## config.mk

```make
export PLATFORM = sky130hd
export DESIGN_NAME = vga_text_render
export DESIGN_NICKNAME = d
export VERILOG_FILES = /design/src/rtl/vga_text_render.sv
export SDC_FILE = /design/constraint.sdc
export NUM_CORES = 1
export LEC_CHECK = 0
export CAP_MARGIN = 20
export CORE_AREA = 2 2 92 94
export CTS_BUF_LIST = sky130_fd_sc_hd__clkbuf_16
export CTS_CLUSTER_DIAMETER = 120
export CTS_CLUSTER_SIZE = 14
export DETAILED_ROUTE_END_ITERATION = 10
export DIE_AREA = 0 0 94 96
export HOLD_SLACK_MARGIN = 0.03
export PLACE_DENSITY_LB_ADDON = 0.12
export SKIP_CTS_REPAIR_TIMING = 1
export SLEW_MARGIN = 20
export SYNTH_ARGS = -nofsm -noshare
export SYNTH_HDL_FRONTEND = slang
export SYNTH_SLANG_ARGS = --single-unit
```

## constraint.sdc

```tcl
create_clock -name clk -period 8.52 [get_ports clk]
set_input_delay 2.13 -clock clk [delete_from_list [all_inputs] [get_ports clk]]
set_output_delay 2.13 -clock clk [all_outputs]
set_load 0.01 [all_outputs]
```

## src/rtl/vga_text_render.sv

```systemverilog
// 640x480@60 raster stage that renders a one-line text buffer through a 3x5 glyph ROM.
// Optional blinking cursor over slot cur_pos is built when VGA_CURSOR_EN is defined.
module vga_text_render #(
    parameter int          CLK_DIV = 2,
    parameter int          SCALE   = 8,
    parameter int          NCHAR   = 8,
    parameter int          X0      = 64,
    parameter int          Y0      = 200,
    parameter logic [2:0]  FG      = 3'b111,
    parameter logic [2:0]  BG      = 3'b001,
    parameter int          H_VIS   = 640,
    parameter int          H_FP    = 16,
    parameter int          H_SY    = 96,
    parameter int          H_BP    = 48,
    parameter int          V_VIS   = 480,
    parameter int          V_FP    = 10,
    parameter int          V_SY    = 2,
    parameter int          V_BP    = 33,
    localparam int         AW      = $clog2(NCHAR)
) (
    input  logic          clk,
    input  logic          reset,
    input  logic          wr_en,
    input  logic [AW-1:0] wr_addr,
    input  logic [3:0]    wr_data,
    input  logic [AW-1:0] cur_pos,
    output logic [3:0]    ra,
    input  logic [15:0]   rd,
    output logic          hsync,
    output logic          vsync,
    output logic [2:0]    rgb,
    output logic          frame_start
);
    localparam int H_TOTAL = H_VIS + H_FP + H_SY + H_BP;
    localparam int V_TOTAL = V_VIS + V_FP + V_SY + V_BP;
    localparam int HW      = $clog2(H_TOTAL);
    localparam int VW      = $clog2(V_TOTAL);
    localparam int DW      = (CLK_DIV > 1) ? $clog2(CLK_DIV) : 1;
    localparam int SS      = $clog2(SCALE);
    localparam int NSLOT   = 1 << AW;

    localparam logic [DW-1:0] DIV_LAST = DW'(CLK_DIV - 1);
    localparam logic [HW-1:0] H_LAST   = HW'(H_TOTAL - 1);
    localparam logic [VW-1:0] V_LAST   = VW'(V_TOTAL - 1);
    localparam logic [HW-1:0] H_VIS_C  = HW'(H_VIS);
    localparam logic [VW-1:0] V_VIS_C  = VW'(V_VIS);
    localparam logic [HW-1:0] HS_BEG   = HW'(H_VIS + H_FP);
    localparam logic [HW-1:0] HS_END   = HW'(H_VIS + H_FP + H_SY);
    localparam logic [VW-1:0] VS_BEG   = VW'(V_VIS + V_FP);
    localparam logic [VW-1:0] VS_END   = VW'(V_VIS + V_FP + V_SY);
    localparam logic [HW-1:0] X0_C     = HW'(X0);
    localparam logic [VW-1:0] Y0_C     = VW'(Y0);
    localparam logic [HW-1:0] TXT_W    = HW'(NCHAR * 4 * SCALE);
    localparam logic [VW-1:0] TXT_H    = VW'(5 * SCALE);

    logic [DW-1:0]    div;
    logic [HW-1:0]    hcnt;
    logic [VW-1:0]    vcnt;
    logic [3:0]       text [NSLOT];
    logic [NSLOT-1:0] valid;

    logic            tick;
    logic [HW-1:0]   dx;
    logic [VW-1:0]   dy;
    logic            in_text;
    logic [AW-1:0]   slot;
    logic [1:0]      col;
    logic [2:0]      row;
    logic [3:0]      bit_idx;
    logic            glyph_on;
    logic            pix_on;
    logic            video_on;
    logic            wr_ok;

    // Only a partially populated address space needs a range check on writes.
    if (NCHAR == NSLOT) begin : g_full
        assign wr_ok = 1'b1;
    end else begin : g_part
        assign wr_ok = ({1'b0, wr_addr} < (AW + 1)'(NCHAR));
    end

    assign tick = (div == DIV_LAST);

    always_comb begin
        dx       = hcnt - X0_C;
        dy       = vcnt - Y0_C;
        in_text  = (hcnt >= X0_C) && (dx < TXT_W) && (vcnt >= Y0_C) && (dy < TXT_H);
        slot     = dx[SS+2 +: AW];
        col      = dx[SS +: 2];
        row      = dy[SS +: 3];
        bit_idx  = 4'(row) * 4'd3 + {2'b00, col};
        ra       = in_text ? text[slot] : 4'd0;
        glyph_on = in_text && valid[slot] && (col != 2'd3) && rd[4'd15 - bit_idx];
        video_on = (hcnt < H_VIS_C) && (vcnt < V_VIS_C);
    end

`ifdef VGA_CURSOR_EN
    logic [5:0] frame_cnt;
    logic       cursor_hit;

    // Blink period is 32 frames on, 32 frames off; the cursor inverts glyph and background.
    assign cursor_hit = !frame_cnt[5] && in_text && (col != 2'd3) && (slot == cur_pos);
    assign pix_on     = glyph_on ^ cursor_hit;

    always_ff @(posedge clk) begin
        if (!reset) begin
            frame_cnt <= '0;
        end else if (tick && hcnt == H_LAST && vcnt == V_LAST) begin
            frame_cnt <= frame_cnt + 6'd1;
        end
    end
`else
    logic unused_cur;
    assign unused_cur = ^cur_pos;
    assign pix_on     = glyph_on;
`endif

    always_ff @(posedge clk) begin
        if (!reset) begin
            div         <= '0;
            hcnt        <= '0;
            vcnt        <= '0;
            valid       <= '0;
            hsync       <= 1'b1;
            vsync       <= 1'b1;
            rgb         <= 3'd0;
            frame_start <= 1'b0;
            for (int i = 0; i < NSLOT; i++) begin
                text[i] <= 4'd0;
            end
        end else begin
            frame_start <= 1'b0;
            // Same-cycle render of the written slot still sees the old glyph.
            if (wr_en && wr_ok) begin
                text[wr_addr]  <= wr_data;
                valid[wr_addr] <= 1'b1;
            end
            div <= tick ? '0 : div + 1'b1;
            if (tick) begin
                if (hcnt == H_LAST) begin
                    hcnt <= '0;
                    vcnt <= (vcnt == V_LAST) ? '0 : vcnt + 1'b1;
                end else begin
                    hcnt <= hcnt + 1'b1;
                end
                hsync       <= !((hcnt >= HS_BEG) && (hcnt < HS_END));
                vsync       <= !((vcnt >= VS_BEG) && (vcnt < VS_END));
                rgb         <= !video_on ? 3'd0 : (pix_on ? FG : BG);
                frame_start <= (hcnt == '0) && (vcnt == '0);
            end
        end
    end

endmodule
```

==> results_dict.tcl, run 1 <==
set metrics [dict create \
    outcome "finished clean" \
    vdd_drop_max_uv 101.1 \
    critPathMostFrequentCell "ha_1" \
    rsz0062_at_grt "false" \
    yosysSeqAreaShare 0.4554 \
    rrSetupSlack_ns 5.49 \
    path_depth 8 \
    area_delta_synth_final_pct 20.10 \
    power_density_nw_per_um2 174.3 \
    skew_ns 0.003839 \
    clkLatencyLatePin_ns 0.33 \
    finalSetupViolCount 0 \
    fill_cells 720 \
    diodes 0 \
    clock-sinks 66 \
    dp_hpwl_um 5422 \
    arrival_ns 3.46 \
    period_share 0.6557 \
    ys.warnings.count 0 \
    cts_root_buf "clkbuf_16" \
    placedInstanceArea_um2 4034 \
    setup.worst_path.start "vcnt[3]" \
    avgSynthCellArea_um2 11.06 \
    min_period_ns 5.587 \
    crit_fanout 10 \
    hp-class "reg2reg" \
    wl_per_cell_um 15.46 \
    layout-drive-gt1-share 0.1151 \
    vias_per_cell 5.219 \
    gr-total-overflow 0 \
    num_vias 2453 \
    ff2ff_path_depth 11 \
    cp-end-kind "primary output" \
    yosys.area.top_type "edfxtp_1" \
    antenna_found_initial 0 \
    worstSetupPathType "reg2out" \
    die_area_um2 9024 \
    maxSlewHeadroom 0.4299 \
    die_h_um 96 \
    portBuffers 35 \
    drv_slew 0 \
    routed_wl_um 7268 \
    final_area_um2 4329 \
    fin_nets 408 \
    synth.top_cell.area_share 0.2666 \
    grt.total_usage 0.1734 \
    synth_area_um2 3605 \
    initialDrtViolationCount 48 \
    max_cap_viol_count 0 \
    fmax_mhz 179.0 \
    fin_setup_tns_ns 0 \
    yosys-top-cells-area "edfxtp_1 (27%), dfxtp_1 (19%), ha_1 (6.2%), mux4_2 (6.2%), and2_1 (5.9%)" \
    path_cells "inv_1 > ha_1 > xor2_1 > ha_1 > a2111oi_0 > o221ai_1 > nor3_1 > clkdlybuf4s50_1" \
    synth_common_cells "and2_1 (34), dfxtp_1 (34), edfxtp_1 (32)" \
    grt_pass1_wl_um 11810 \
    gp_congestion 0.8078 \
    cts_tree "done" \
    cpMaxStageDelayCell "clkdlybuf4s50_1" \
    ant_nets 0 \
    async_reset_ff_frac 0 \
    drc 0 \
    utilization 0.5377 \
    ys_ff_latch 66 \
    syn_nets 374 \
    slowest_delay_ns 0.61 \
    power.leakage_nw 1.596 \
    synthFlopType "dfxtp_1" \
    cts_buffers 9 \
    synth-edff-count 32 \
    endpoint "ra[2]" \
    dr.pass1.iters 4 \
    start_util 0.4477 \
    pre_cts_ws_ns 3.317 \
    yosys.cell_types.count 53 \
    hold_viol 0 \
    reg2reg_to "rgb[1]" \
    startpoint_type "register" \
    synthCells 326 \
    crit_required_ns 6.39 \
    pin_count 39 \
    htree_num_levels 3 \
    crit_family "buffers and inverters" \
    coreArea_um2 8051 \
    grt_pass1_vias 2432 \
    placement_rows 33 \
    grt_start_max_net_pins 30 \
    r2r-start "vcnt[3]" \
    critPathBufInv 2 \
    setup_ws_ns 2.933 \
    tightest_slew_ns 0.8540 \
    finalPower_w 0.0007547 \
    cts_buffer_depth 2 \
    die_width_um 94 \
    clk_pin_slew_worst_paths_ns 0.05 \
]
-- power breakdown --
part,total [W],internal (W),switching [W]
clock network,0.000362,0.000226,0.000136
registers,0.000351,0.000345,0.00000573
logic,0.0000420,0.0000225,0.0000195
total,0.000755,0.000593,0.000161
-- kinds of logic after synthesis --
group | Yosys count | synth area share
muxes | 26 | 0.1076
DFF | 66 | 0.4554
and+or+nand+nor | 126 | 0.2013
xor gates and xnor gates | 18 | 0.04894
AOI/OAI and AO/OA | 40 | 0.08330
buffers and inverters | 31 | 0.03540
adders and majority gates | 19 | 0.06803
-- routing by layer --
metal | GRT usage | part of all wire | vias up
met5 | 0 | 0 | -
met4 | 0.07488 | 0.019 | 0
met3 | 0.04542 | 0.047 | 10
met2 | 0.3048 | 0.50 | 52
met1 | 0.2003 | 0.44 | 1158
li1 | - | - | 1233
-- stage by stage --
| stage | std cells | hold slack (ns) |
|---|---|---|
| after floorplan | 326 | 0.4211 |
| after global placement | 454 | 0.4302 |
| after detailed placement | 454 | 0.4390 |
| after CTS | 470 | 0.4521 |
| after global routing | 470 | 0.4739 |
| final | 470 | 0.4466 |
-- registers in the layout, indices dropped and copies added (netlist names) --
signal,flops
hsync,1
div,1
frame_start,1
valid,8
text,32
vsync,1
hcnt,10
rgb,2
vcnt,10
-- how the worst min path moves through the flow --
stage	startpoint	endpoint	slack (ns)	cells past startpoint
4_1_cts	valid[7]	valid[7]	0.45	1
3_3_place_gp	valid[2]	valid[2]	0.43	1
3_5_place_dp	valid[7]	valid[7]	0.44	1
6_report	valid[7]	valid[7]	0.45	1
5_1_grt	valid[7]	valid[7]	0.47	1
2_1_floorplan	valid[0]	valid[0]	0.42	1
-- area by class of cell --
type / count / area, um^2 / share of cell area
Clock buffer: 9 / 225.2 / 0.05202
Clock inverter: 7 / 70.07 / 0.01618
Inverter: 18 / 67.56 / 0.01561
Multi-Input combinational cell: 229 / 1836 / 0.4240
Sequential cell: 66 / 1642 / 0.3792
Tap cell: 105 / 131.4 / 0.03035
Timing Repair Buffer: 36 / 357.8 / 0.08266
-- cells in the final DEF (no fill, tap or decap), types with 10 or more instances in the layout --
| cell | Yosys | routed |
|---|---|---|
| edfxtp_1 | 32 | 32 |
| clkdlybuf4s50_1 | 0 | 35 |
| and2_1 | 34 | 34 |
| nor2_1 | 28 | 28 |
| nand2_1 | 11 | 11 |
| inv_1 | 18 | 18 |
| ha_1 | 18 | 18 |
| dfxtp_1 | 34 | 34 |
| mux2i_1 | 14 | 14 |
| mux4_2 | 10 | 10 |
No activity file was read; power rests on OpenSTA's default activity.
==> run 2, diff against run 1 <==
- clock period: 8.52 -> 4.7 ns (I/O delays scaled with it)
==> run 2 against run 1 <==
Combinational power up 80%; wire length rose by 2.1%; non-clock buffer count grew 2; first-iteration DRC count grew 65%; global-route usage is 0.52 points higher; clock power increased by 73%; sequential power up 81%; critical path depth unchanged; largest power group is now registers; clock skew increased by 0.0011 ns; flip-flop and latch count unchanged.
==> results_dict.tcl, run 2 (synthesis gave the netlist of run 1 again) <==
set metrics [dict create \
    fmax_mhz 222.4 \
    grt_start_max_net_pins 31 \
    regMostFlops "text" \
    cts_buffers 9 \
    clkLatencyLatePin_ns 0.33 \
    largest_reg_flops 32 \
    hp-class "reg2reg" \
    cp-end-kind "primary output" \
    gr-total-overflow 0 \
    initialDrtViolationCount 79 \
    antenna_found_initial 0 \
    layout_common_cells "clkdlybuf4s50_1 (35), and2_1 (34), dfxtp_1 (34), edfxtp_1 (32), nor2_1 (28)" \
    clock-sinks 66 \
    hp-start "rgb[0]" \
    dr.pass1.iters 6 \
    layout-drive-gt1-share 0.1253 \
    outcome "finished clean" \
    r2r-start "vcnt[4]" \
    period_share 0.9568 \
    coreArea_um2 8051 \
    wl_per_cell_um 15.72 \
    skew_ns 0.004986 \
    crit_fanout 9 \
    maxSlewHeadroom 0.4465 \
    portBuffers 35 \
    die_width_um 94 \
    num_vias 2435 \
    routed_wl_um 7418 \
    startpoint_type "register" \
    placement_rows 33 \
    finalSetupViolCount 0 \
    min_period_ns 4.497 \
    combPwrFrac 0.056 \
    cts_root_buf "clkbuf_16" \
    power_frac_clock 0.469 \
    gp_congestion 0.7899 \
    area_delta_synth_final_pct 20.24 \
    power.leakage_nw 1.585 \
    power.share.sequential 0.475 \
    hold_viol 0 \
    clk_pin_slew_worst_paths_ns 0.06 \
    grt_pass1_wl_um 12230 \
    worstSetupPathType "reg2out" \
    start_util 0.4477 \
    grt_pass1_vias 2556 \
    drv_slew 0 \
    die_area_um2 9024 \
    cts_buffer_depth 2 \
    max_cap_viol_count 0 \
    finalPower_w 0.001340 \
    power_density_nw_per_um2 309.2 \
    vias_per_cell 5.159 \
    drc 0 \
    cts_tree "done" \
    die_h_um 96 \
    final_common_cell "clkdlybuf4s50_1" \
    fin_nets 410 \
    vdd_drop_max_uv 214.6 \
    min_delay_path_depth 2 \
    pre_cts_ws_ns 0.5067 \
    diodes 0 \
    ff2ff_path_depth 11 \
    pin_count 39 \
    ant_nets 0 \
    grt.total_usage 0.1786 \
    swShare 0.2345 \
    htree_num_levels 3 \
    setup.worst_path.start "vcnt[4]" \
    reg_top3 "text x32, hcnt x10, vcnt x10" \
    arrival_ns 3.32 \
    dp_hpwl_um 5555 \
    p_int_w 0.001026 \
    crit_required_ns 3.52 \
    netSwitchingPower_w 0.0003142 \
    tightest_slew_ns 0.8291 \
    setup_ws_ns 0.2029 \
]
## run 2: cell count changes in the layout (fill, tap and decap cells not counted)
cell	previous run	this run
a2111oi_0	2	1
inv_6	0	2
clkinv_4	3	0
bufinv_16	1	0
o221ai_2	0	1
clkinv_2	2	1
a2111oi_1	0	1
clkinv_1	1	0
o221ai_1	1	0
buf_4	1	3
clkinvlp_4	0	4
## run 2: through the flow
| step | area, um^2 | TNS, ns | util | std cells | hold WS (ns) |
|---|---|---|---|---|---|
| 2_1_floorplan | 3605 | 0 | - | 326 | 0.4211 |
| 3_3_place_gp | 4049 | 0 | 0.5029 | 456 | 0.4286 |
| 3_5_place_dp | 4049 | 0 | 0.5029 | 456 | 0.4396 |
| 4_1_cts | 4327 | 0 | 0.5374 | 472 | 0.4527 |
| 5_1_grt | 4334 | -0.0004745 | 0.5383 | 472 | 0.4669 |
| 6_report | 4334 | 0 | 0.5383 | 472 | 0.4466 |
## run 2: cell type report
| type | count | area, um^2 |
|---|---|---|
| tap | 105 | 131.4 |
| fill | 735 | 3717 |
| sequential | 66 | 1642 |
| clock buffer | 9 | 225.2 |
| inverter | 18 | 67.56 |
| clock inverter | 7 | 52.55 |
| multi-input combinational | 229 | 1843 |
| timing repair buffer | 38 | 372.9 |
## run 2: final timing paths
kind                               end  slack (ns)
worst max-delay path             ra[0]        0.20
worst min-delay path            rgb[0]        0.45
worst max register to register  rgb[1]        1.62
worst min register to register  rgb[0]        0.45
## run 2: routing by layer
layer,global-route usage,up-vias,wire [um]
li1,-,1235,-
met1,0.2097,1145,3220
met2,0.3274,51,3858
met3,0.04385,4,279
met4,0.04589,0,59
met5,0,-,0
## run 2: power groups by stage
| stage | clock (W) | sequential (W) | combinational [W] |
|---|---|---|---|
| 2_1_floorplan | 0 | 0.000644 | 0.0000387 |
| 3_3_place_gp | 0 | 0.000648 | 0.0000758 |
| 3_5_place_dp | 0 | 0.000649 | 0.0000770 |
| 4_1_cts | 0.000643 | 0.000637 | 0.0000774 |
| 5_1_grt | 0.000658 | 0.000638 | 0.0000829 |
| 6_report | 0.000628 | 0.000636 | 0.0000757 |
## run 2: worst max-delay path, cell delays in order, from the launching register on
cell and delay, ns:
dfxtp_1 0.51, inv_1 0.12, ha_1 0.23, xor2_1 0.18, ha_1 0.22, a2111oi_1 0.53
o221ai_2 0.28, nor3_1 0.31, clkdlybuf4s50_1 0.60
==> run 3, diff against run 2 <==
- CORE_AREA: 2 2 92 94 -> 2 2 97 89
- DIE_AREA: 0 0 94 96 -> 0 0 99 91
==> run 3 against run 2 <==
Global-route usage rose by 0.65 points; clock-buffer cell count did not move; worst hold slack barely moved; combinational power rose by 2.8%; flip-flop and latch count did not move; via count rose by 2.5%; clock skew rose by 0.0010 ns.
==> results_dict.tcl, run 3 (synthesis gave the netlist of run 1 again) <==
set metrics [dict create \
    outcome "finished clean" \
    placement_rows 31 \
    arrival_ns 3.24 \
    drv_slew 0 \
    regMostFlops "text" \
    fmax_mhz 226.4 \
    min_period_ns 4.417 \
    cts_tree "done" \
    dr.pass1.iters 4 \
    crit_fanout 10 \
    setup_ws_ns 0.2830 \
    grt_pass1_wl_um 12880 \
    start_util 0.4533 \
    grt.total_usage 0.1851 \
    num_vias 2496 \
    ant_nets 0 \
    cpMaxStageDelayCell "clkdlybuf4s50_1" \
    die_area_um2 9009 \
    cts_buffer_depth 2 \
    setup.worst_path.start "vcnt[3]" \
    fin_worst_hold_slack_ns 0.4465 \
    htree_num_levels 3 \
    power.leakage_nw 1.604 \
    hold_viol 0 \
    pre_cts_ws_ns 0.5010 \
    largest_reg_flops 32 \
    tightest_slew_ns 0.8851 \
    diodes 0 \
    combPwrFrac 0.056 \
    cp-end-kind "primary output" \
    finalSetupViolCount 0 \
    power_frac_clock 0.486 \
    path_cells "inv_1 > ha_1 > xor2_1 > ha_1 > a2111oi_1 > o221ai_2 > nor3_1 > clkdlybuf4s50_1" \
    grt_pass1_vias 2517 \
    slowest_delay_ns 0.58 \
    power_density_nw_per_um2 318.6 \
    drc 0 \
    cts_buffers 9 \
    final_common_cell "clkdlybuf4s50_1" \
    skew_ns 0.006033 \
    period_share 0.9398 \
    die_h_um 91 \
    crit_required_ns 3.52 \
    pin_count 39 \
    clock-sinks 66 \
    clkLatencyLatePin_ns 0.33 \
    vdd_drop_max_uv 195.3 \
    initialDrtViolationCount 80 \
    gr-total-overflow 0 \
    final_area_um2 4357 \
    startpoint_type "register" \
    dp_hpwl_um 5748 \
    hp-class "reg2reg" \
    gp_congestion 0.7887 \
    die_width_um 99 \
    area_delta_synth_final_pct 20.86 \
    fin_nets 411 \
    grt_start_max_net_pins 30 \
    reg_top3 "text x32, hcnt x10, vcnt x10" \
    rrSetupSlack_ns 1.55 \
    clk_pin_slew_worst_paths_ns 0.06 \
    layout-drive-gt1-share 0.1277 \
    cts_root_buf "clkbuf_16" \
    max_cap_viol_count 0 \
    fin_setup_tns_ns 0 \
    r2r-start "vcnt[3]" \
    worstSetupPathType "reg2out" \
    wl_per_cell_um 16.69 \
    portBuffers 35 \
    vias_per_cell 5.345 \
    placedInstanceArea_um2 4049 \
    swShare 0.2221 \
    critPathMostFrequentCell "ha_1" \
    p_int_w 0.001080 \
    routed_wl_um 7796 \
    finalPower_w 0.001388 \
    coreArea_um2 7951 \
    antenna_found_initial 0 \
    netSwitchingPower_w 0.0003084 \
    endpoint "ra[3]" \
    layout_common_cells "clkdlybuf4s50_1 (35), and2_1 (34), dfxtp_1 (34), edfxtp_1 (32), nor2_1 (28)" \
    ff2ff_path_depth 11 \
    power.share.sequential 0.458 \
    maxSlewHeadroom 0.4091 \
    reg2reg_to "rgb[1]" \
    rsz0062_at_grt "false" \
]
-- run 3: changes by cell type in the layout (fill, tap and decap cells not counted), sizes merged --
cell / delta
buf: +1
bufinv: +1
clkinvlp: -1
-- run 3: worst min path at each step --
stage	cells past startpoint	endpoint	slack, ns	startpoint
after global routing	1	valid[3]	0.47	valid[3]
final	1	valid[7]	0.45	valid[7]
after detailed placement	1	valid[7]	0.44	valid[7]
after CTS	1	valid[7]	0.45	valid[7]
after floorplan	1	valid[0]	0.42	valid[0]
after global placement	1	valid[2]	0.43	valid[2]
-- run 3: worst max-delay path: cells and delay by family (launching register included) --
family / cells / cell delay, ns
AND/OR/NAND/NOR: 1 / 0.25
AO/OA/AOI/OAI: 2 / 0.70
adder cells (fa/ha/maj): 2 / 0.49
XOR/XNOR: 1 / 0.18
flip-flops: 1 / 0.54
buffers and inverters: 2 / 0.75
-- run 3: layout make-up --
type / instances / area, um^2
clock buffers: 9 / 225.2
multi-input cells: 229 / 1843
clock inverters: 7 / 75.07
fillers: 703 / 3595
repair buffers: 39 / 380.4
well taps: 99 / 123.9
flip-flops and latches: 66 / 1642
inverters: 18 / 67.56
-- run 3: routing by layer --
| metal | part of all wire | GRT usage |
|---|---|---|
| met1 | 0.45 | 0.2357 |
| met2 | 0.50 | 0.3069 |
| met3 | 0.034 | 0.04927 |
| met4 | 0.015 | 0.05822 |
| met5 | 0 | 0 |
-- run 3: per-stage QoR --
stage | cells | utilization
finish | 467 | 0.5479
global placement | 451 | 0.5092
global route | 467 | 0.5479
detailed placement | 451 | 0.5092
floorplan | 326 | -
CTS | 467 | 0.5470
-- run 3: power by group through the flow --
stage | Clock, W | Sequential, W | Combinational (W)
finish | 0.000674 | 0.000636 | 0.0000778
global route | 0.000709 | 0.000638 | 0.0000854
floorplan | 0 | 0.000644 | 0.0000387
global placement | 0 | 0.000648 | 0.0000779
detailed placement | 0 | 0.000648 | 0.0000789
CTS | 0.000688 | 0.000636 | 0.0000794
